[src/rtl/fmul_pkg.sv]
// Shared constants and types for the fmul issue/retire stage.
// Flag bit positions follow the fcsr.fflags layout.
package fmul_pkg;
    localparam int FLG_NV = 4;
    localparam int FLG_DZ = 3;
    localparam int FLG_OF = 2;
    localparam int FLG_UF = 1;
    localparam int FLG_NX = 0;

    localparam int DEF_DEPTH = 4;
    localparam int DEF_LAT   = 1;

    localparam logic [31:0] QNAN = 32'hFFC00000;

    typedef struct packed {
        logic [31:0] rslt;
        logic [4:0]  flag;
    } rent_t;

    // Clear takes effect before the new flags are ORed in.
    function automatic logic [4:0] flag_merge(input logic [4:0] acc,
                                              input logic       clr,
                                              input logic [4:0] add);
        return (clr ? 5'b00000 : acc) | add;
    endfunction
endpackage

[src/rtl/fmul_issue_chk.sv]
// Invariants of the issue stage: credit bound and no push into a full FIFO.
module fmul_issue_chk #(
    parameter int DEPTH = 4,
    parameter int CW    = 3
) (
    input logic          clk,
    input logic          reset,
    input logic          push,
    input logic          pop,
    input logic          full,
    input logic [CW-1:0] cnt
);
    a_no_overflow: assert property (@(posedge clk) disable iff (!reset)
        !(push && full && !pop));

    a_cnt_range: assert property (@(posedge clk) disable iff (!reset)
        cnt <= CW'(DEPTH));
endmodule

[src/rtl/fmul_rfifo.sv]
// Result FIFO: DEPTH entries of {result, flags}, extra pointer MSB for full/empty.
// Head output is forced to zero while empty so stale entries never show.
module fmul_rfifo
    import fmul_pkg::*;
#(
    parameter int DEPTH = DEF_DEPTH
) (
    input  logic  clk,
    input  logic  reset,
    input  logic  push,
    input  rent_t din,
    input  logic  pop,
    output rent_t dout,
    output logic  full,
    output logic  empty
);
    localparam int AW = $clog2(DEPTH);
    localparam logic [AW:0] PTR_ONE = {{AW{1'b0}}, 1'b1};

    logic [AW:0] wr_ptr_r;
    logic [AW:0] rd_ptr_r;
    rent_t       mem_r [DEPTH];
    logic        push_s;
    logic        pop_s;

    // Status, qualified handshakes and head read.
    always_comb begin
        empty  = (wr_ptr_r == rd_ptr_r);
        full   = (wr_ptr_r[AW] != rd_ptr_r[AW]) &&
                 (wr_ptr_r[AW-1:0] == rd_ptr_r[AW-1:0]);
        pop_s  = pop & ~empty;
        push_s = push & (~full | pop_s);
        if (empty) begin
            dout = '0;
        end else begin
            dout = mem_r[rd_ptr_r[AW-1:0]];
        end
    end

    // Pointer advance.
    always_ff @(posedge clk or negedge reset) begin
        if (!reset) begin
            wr_ptr_r <= '0;
            rd_ptr_r <= '0;
        end else begin
            if (push_s) wr_ptr_r <= wr_ptr_r + PTR_ONE;
            if (pop_s)  rd_ptr_r <= rd_ptr_r + PTR_ONE;
        end
    end

    // Entry storage.
    always_ff @(posedge clk or negedge reset) begin
        if (!reset) begin
            for (int i = 0; i < DEPTH; i++) mem_r[i] <= '0;
        end else if (push_s) begin
            mem_r[wr_ptr_r[AW-1:0]] <= din;
        end
    end
endmodule

[src/rtl/fmul_issue.sv]
// Issue/retire wrapper for an external fmul: operand registers, in-flight
// tracking, credit-based result FIFO and sticky exception flags.
module fmul_issue
    import fmul_pkg::*;
#(
    parameter int DEPTH = DEF_DEPTH,
    parameter int LAT   = DEF_LAT
) (
    input  logic        clk,
    input  logic        reset,
    input  logic        req,
    output logic        ack,
    input  logic [31:0] x,
    input  logic [31:0] y,
    output logic [31:0] fx,
    output logic [31:0] fy,
    input  logic [31:0] frslt,
    input  logic [4:0]  fflag,
    output logic [31:0] rslt,
    output logic [4:0]  flag,
    output logic        valid,
    input  logic        rdy,
    output logic [4:0]  fflags,
    input  logic        fflags_clr,
    output logic        busy
);
    localparam int CW = $clog2(DEPTH) + 1;
    localparam logic [CW-1:0] CNT_ONE = {{(CW-1){1'b0}}, 1'b1};
    localparam logic [CW-1:0] CNT_MAX = CW'(DEPTH);

    logic [CW-1:0]  cnt_r;
    logic [LAT-1:0] infl_r;
    logic [31:0]    fx_r;
    logic [31:0]    fy_r;
    logic [4:0]     fflags_r;
    logic           issue_s;
    logic           retire_s;
    logic           pop_s;
    logic           full_s;
    logic           empty_s;
    rent_t          cap_s;
    rent_t          head_s;

    // Handshakes and output mapping; ack looks only at credit, never at rdy.
    always_comb begin
        ack         = reset & (cnt_r < CNT_MAX);
        issue_s     = req & ack;
        retire_s    = infl_r[LAT-1];
        pop_s       = ~empty_s & rdy;
        cap_s.rslt  = frslt;
        cap_s.flag  = fflag;
        fx          = fx_r;
        fy          = fy_r;
        rslt        = head_s.rslt;
        flag        = head_s.flag;
        valid       = ~empty_s;
        fflags      = fflags_r;
        busy        = (cnt_r != '0);
    end

    // Operand registers and in-flight valid shift register.
    always_ff @(posedge clk or negedge reset) begin
        if (!reset) begin
            fx_r   <= 32'h0000_0000;
            fy_r   <= 32'h0000_0000;
            infl_r <= '0;
        end else begin
            if (issue_s) begin
                fx_r <= x;
                fy_r <= y;
            end
            infl_r <= LAT'({infl_r, issue_s});
        end
    end

    // Credit counter: in-flight plus buffered results.
    always_ff @(posedge clk or negedge reset) begin
        if (!reset) begin
            cnt_r <= '0;
        end else begin
            case ({issue_s, pop_s})
                2'b10:   cnt_r <= cnt_r + CNT_ONE;
                2'b01:   cnt_r <= cnt_r - CNT_ONE;
                default: cnt_r <= cnt_r;
            endcase
        end
    end

    // Sticky accumulated exception flags.
    always_ff @(posedge clk or negedge reset) begin
        if (!reset) begin
            fflags_r <= 5'b00000;
        end else if (retire_s) begin
            fflags_r <= flag_merge(fflags_r, fflags_clr, fflag);
        end else if (fflags_clr) begin
            fflags_r <= 5'b00000;
        end else begin
            fflags_r <= fflags_r;
        end
    end

    fmul_rfifo #(.DEPTH(DEPTH)) u_rfifo (
        .clk   (clk),
        .reset (reset),
        .push  (retire_s),
        .din   (cap_s),
        .pop   (pop_s),
        .dout  (head_s),
        .full  (full_s),
        .empty (empty_s)
    );

    fmul_issue_chk #(.DEPTH(DEPTH), .CW(CW)) u_chk (
        .clk   (clk),
        .reset (reset),
        .push  (retire_s),
        .pop   (pop_s),
        .full  (full_s),
        .cnt   (cnt_r)
    );
endmodule

[config.mk]
export PLATFORM = sky130hd
export DESIGN_NAME = fmul_issue
export DESIGN_NICKNAME = d
export VERILOG_FILES = /design/src/rtl/fmul_pkg.sv /design/src/rtl/fmul_issue_chk.sv /design/src/rtl/fmul_rfifo.sv /design/src/rtl/fmul_issue.sv
export SDC_FILE = /design/constraint.sdc
export NUM_CORES = 1
export LEC_CHECK = 0
export ABC_AREA = 0
export CORE_MARGIN = 1
export CORE_UTILIZATION = 45
export CTS_BUF_LIST = sky130_fd_sc_hd__clkbuf_16
export CTS_CLUSTER_DIAMETER = 30
export DETAILED_ROUTE_END_ITERATION = 10
export GPL_ROUTABILITY_DRIVEN = 0
export GPL_TIMING_DRIVEN = 0
export PLACE_DENSITY = 0.8
export SYNTH_ARGS = -nofsm -noshare
export SYNTH_HDL_FRONTEND = slang
export SYNTH_SLANG_ARGS = --single-unit
[constraint.sdc]
create_clock -name clk -period 2.57 [get_ports clk]
set_input_delay 0.3855 -clock clk [delete_from_list [all_inputs] [get_ports clk]]
set_output_delay 0.3855 -clock clk [all_outputs]
set_load 0.03 [all_outputs]
==> key figures <==
STA
  • Setup ws final: 0.00479 ns
  • Final-report setup violation count: 0
  • Hold WS: 0.422 ns
  • Fmax: 390 MHz
  • Final count of hold timing violations: 0
  • Rel. slew slack: 37.7%
  • Final Max Slew Viols: 0
  • Slew @ Worst Pin: 0.931 ns
  • Final worst path period share: 99.8%
  • Clk_skew: 0.0235 ns
  • Final TNS setup: 0 ns
  • Unrepaired setup endpoints after global routing: true
  • Final Critical Period: 2.57 ns

Worst hold path
  • Hold path cells: 3
  • Min-delay worst type: input pin to flip-flop

Placement
  • Port-buffer cells: 213
  • DP Worst Slack: -0.663 ns
  • DP Area: 12,400 sq um
  • Post-detail-place hpwl: 15.0 mm
  • Cell total after placement: 1,094

Clocking
  • CTS root buf: clkbuf_16
  • Num CTS Buffers: 51
  • H-tree levels: 2
  • CTS sink count: 227
  • Latest clock arrival within the worst-skew pair: 0.54 ns
  • Clock tree buffer depth: 3
  • Clock transition at path regs: 0.05 ns
  • CTS tree: yes

Floorplanning
  • CORE AREA: 21,300 sq um
  • Std cell rows: 53
  • Die Y: 150 microns
  • Die footprint: 22,600 sq um
  • Starting Density: 46.4%
  • Die X: 150 microns
  • IO Count: 215

Detailed routing
  • Drt drc: 0
  • Average vias per placed instance: 5.12
  • Routed length per placed instance: 20.0 microns
  • Via count: 6,206
  • Final ANT Viol Nets: 0
  • 1st-iter DRT viols: 186
  • Detailed Routing Iterations Pass 1: 4
  • Drt total wl: 24.2 mm

Worst setup path
  • Cell mode on critical path: clkbuf_8
  • Worst path cell trace: xor2_4, nor3_4, clkbuf_8, clkbuf_8, nor2b_1, buf_2
  • Delay of the slowest critical-path stage: 0.46 ns
  • Type of the worst setup path: flip-flop to output port
  • Worst path arrival time: 2.18 ns
  • Crit path max fanout: 10
  • Worst path required time: 2.18 ns
  • Worst reg-to-reg path cell count: 5
  • CP startpoint kind: flip-flop
  • Worst setup EP type: output port
  • Worst-path cell with the longest stage delay: dfrtp_2

Power
  • Static Leak: 6.46 nW
  • Pwr dens: 1610 nW/um^2
  • Total power: 23.6 mW
  • Worst VDD drop: 976 uV

Synth
  • Seq/Total Area, Yosys: 57.5%
  • Synth cell types: 28
  • Mapped Area: 9880 sq um
  • Syn. warnings: 0
  • Synth top area share: 57.5%
  • Synthesized instance count: 604
  • Area contributors post-synth: dfrtp_1 (57%), mux2_2 (23%), mux4_2 (8.4%), nor2b_1 (2.4%), mux2_4 (1.5%)
  • Cell taking the most area after synthesis: dfrtp_1
  • Avg Cell Area, Syn: 16.4 sq um
  • Net Count, Synth: 717
  • Seq cells post-synth: 227

Run status
  • Status: complete, no violations

Finish
  • Area of the multi-input gates: 4110 sq um
  • Post-layout util: 68.8%
  • Layout Area Growth over Synthesis: 48.2%
  • Final nets: 1,006
  • Fin cells: 1,212
  • Fillers: 1,436
  • Sequential cell area: 5690 sq um
  • Layout cells sized above 1: 48.7%
  • Fin area: 14,600 sq um

Global route
  • Vias in the first global route: 6,919
  • First-pass GRT wire length: 37.8 mm
  • Total GRT Usage: 22.1%
  • Initial antenna violation count: 2
  • Congestion Overflow GR: 0
  • Largest net degree at the start of global routing: 105

Run
  • Max cap viols: 0
## state kept, by name, summed over array words and instances (netlist names)
name,cells
u_rfifo.mem_r,148
fx,32
fy,32
fflags,5
cnt_r,3
u_rfifo.rd_ptr_r,3
u_rfifo.wr_ptr_r,3
infl_r,1
## cells in the mapped netlist
master / instances
o311ai_0: 1
mux4_2: 37
xor2_1: 2
clkbuf_1: 16
nor2_1: 1
xnor2_1: 6
and2_1: 4
o21ai_0: 5
or3_1: 1
o41ai_1: 1
dfrtp_1: 227
o41ai_2: 1
buf_4: 1
o41ai_4: 3
fa_1: 1
ha_1: 6
buf_1: 2
buf_2: 6
inv_1: 10
xor2_2: 2
mux2_2: 205
nand2_1: 6
mux2_4: 10
nor3_1: 1
buf_6: 9
xnor2_2: 1
o31ai_1: 1
nor2b_1: 38
## power by group
part / total, mW / internal (mW) / switching [mW] / leakage, nW
registers: 6.36 / 5.35 / 1.01 / 2.74
logic: 10.7 / 5.33 / 5.38 / 2.83
clock network: 6.58 / 4.52 / 2.06 / 0.883
## kinds of logic after synthesis
kind of cell | after synthesis | share of synthesized area (%)
multiplexers | 252 | 33.3
XOR/XNOR | 11 | 1.20
flip-flops | 227 | 57.5
AND/OR/NAND/NOR | 51 | 3.04
adder cells (fa/ha/maj) | 7 | 0.963
buffers and inverters | 44 | 2.47
AO/OA/AOI/OAI | 12 | 1.51
## what timing repair did
item                                   CTS  global route
pin swaps                                3             3
buffers inserted                         5             8
gates resized for setup                185           111
hold buffers                             5             0
endpoints found under the hold margin   53             0
gates cloned                             1             2
setup endpoints to repair               40            63
## layer usage
| layer | global-route usage, % | up-vias | part of all wire [%] |
|---|---|---|---|
| met5 | 0 | - | 0 |
| met4 | 8.18 | 0 | 2.2 |
| met1 | 26.0 | 3155 | 39 |
| met3 | 8.06 | 43 | 8.4 |
| li1 | - | 2797 | - |
| met2 | 37.0 | 211 | 50 |
## path summary, 6_finish.rpt
kind                       slack, ns                  end                start
setup / recovery               0.005              rslt[5]  u_rfifo.wr_ptr_r[2]
hold / removal                  0.42  u_rfifo.rd_ptr_r[0]                  rdy
setup reg to reg                0.11    u_rfifo.mem_r[59]  u_rfifo.wr_ptr_r[0]
hold reg to reg                 0.49             cnt_r[2]             cnt_r[2]
max in group asynchronous       1.12    u_rfifo.mem_r[77]                reset
min in group asynchronous       0.50   u_rfifo.mem_r[123]                reset
## cell type report
cell class	instances	area share [%]
antenna	2	0.0342
buffer	34	2.27
clock buffer	51	8.72
clock inverter	44	3.34
inverter	10	0.256
multi-input combinational	333	28.1
sequential	227	38.8
tap	275	2.35
timing repair buffer	236	16.1
## critical path: cells and delay by family, from the launching register on
kind	cells	cell delay (ns)
XOR/XNOR	1	0.22
AND/OR/NAND/NOR	2	0.33
buffers and inverters	3	0.63
flip-flops	1	0.46
## placed cells by master (no fill, tap or decap), types with 3 or more instances in the layout
cell type and count:
and2_1 4, buf_12 5, buf_16 5, buf_2 17, buf_4 14, buf_6 22, bufinv_16 9, clkbuf_1 4
clkbuf_16 53, clkbuf_2 15, clkbuf_8 4, clkdlybuf4s50_1 173, clkinv_1 4, clkinv_2 13, clkinv_4 7, clkinvlp_4 4
dfrtp_1 221, dfrtp_2 6, ha_1 6, inv_1 15, mux2_2 205, mux2_4 10, mux4_2 37, nand2_1 6
nor2b_1 25, nor2b_4 11, o21ai_0 5, o41ai_4 3, xnor2_1 6, xor2_4 3
Note: power is estimated with default switching activity, not from simulation.
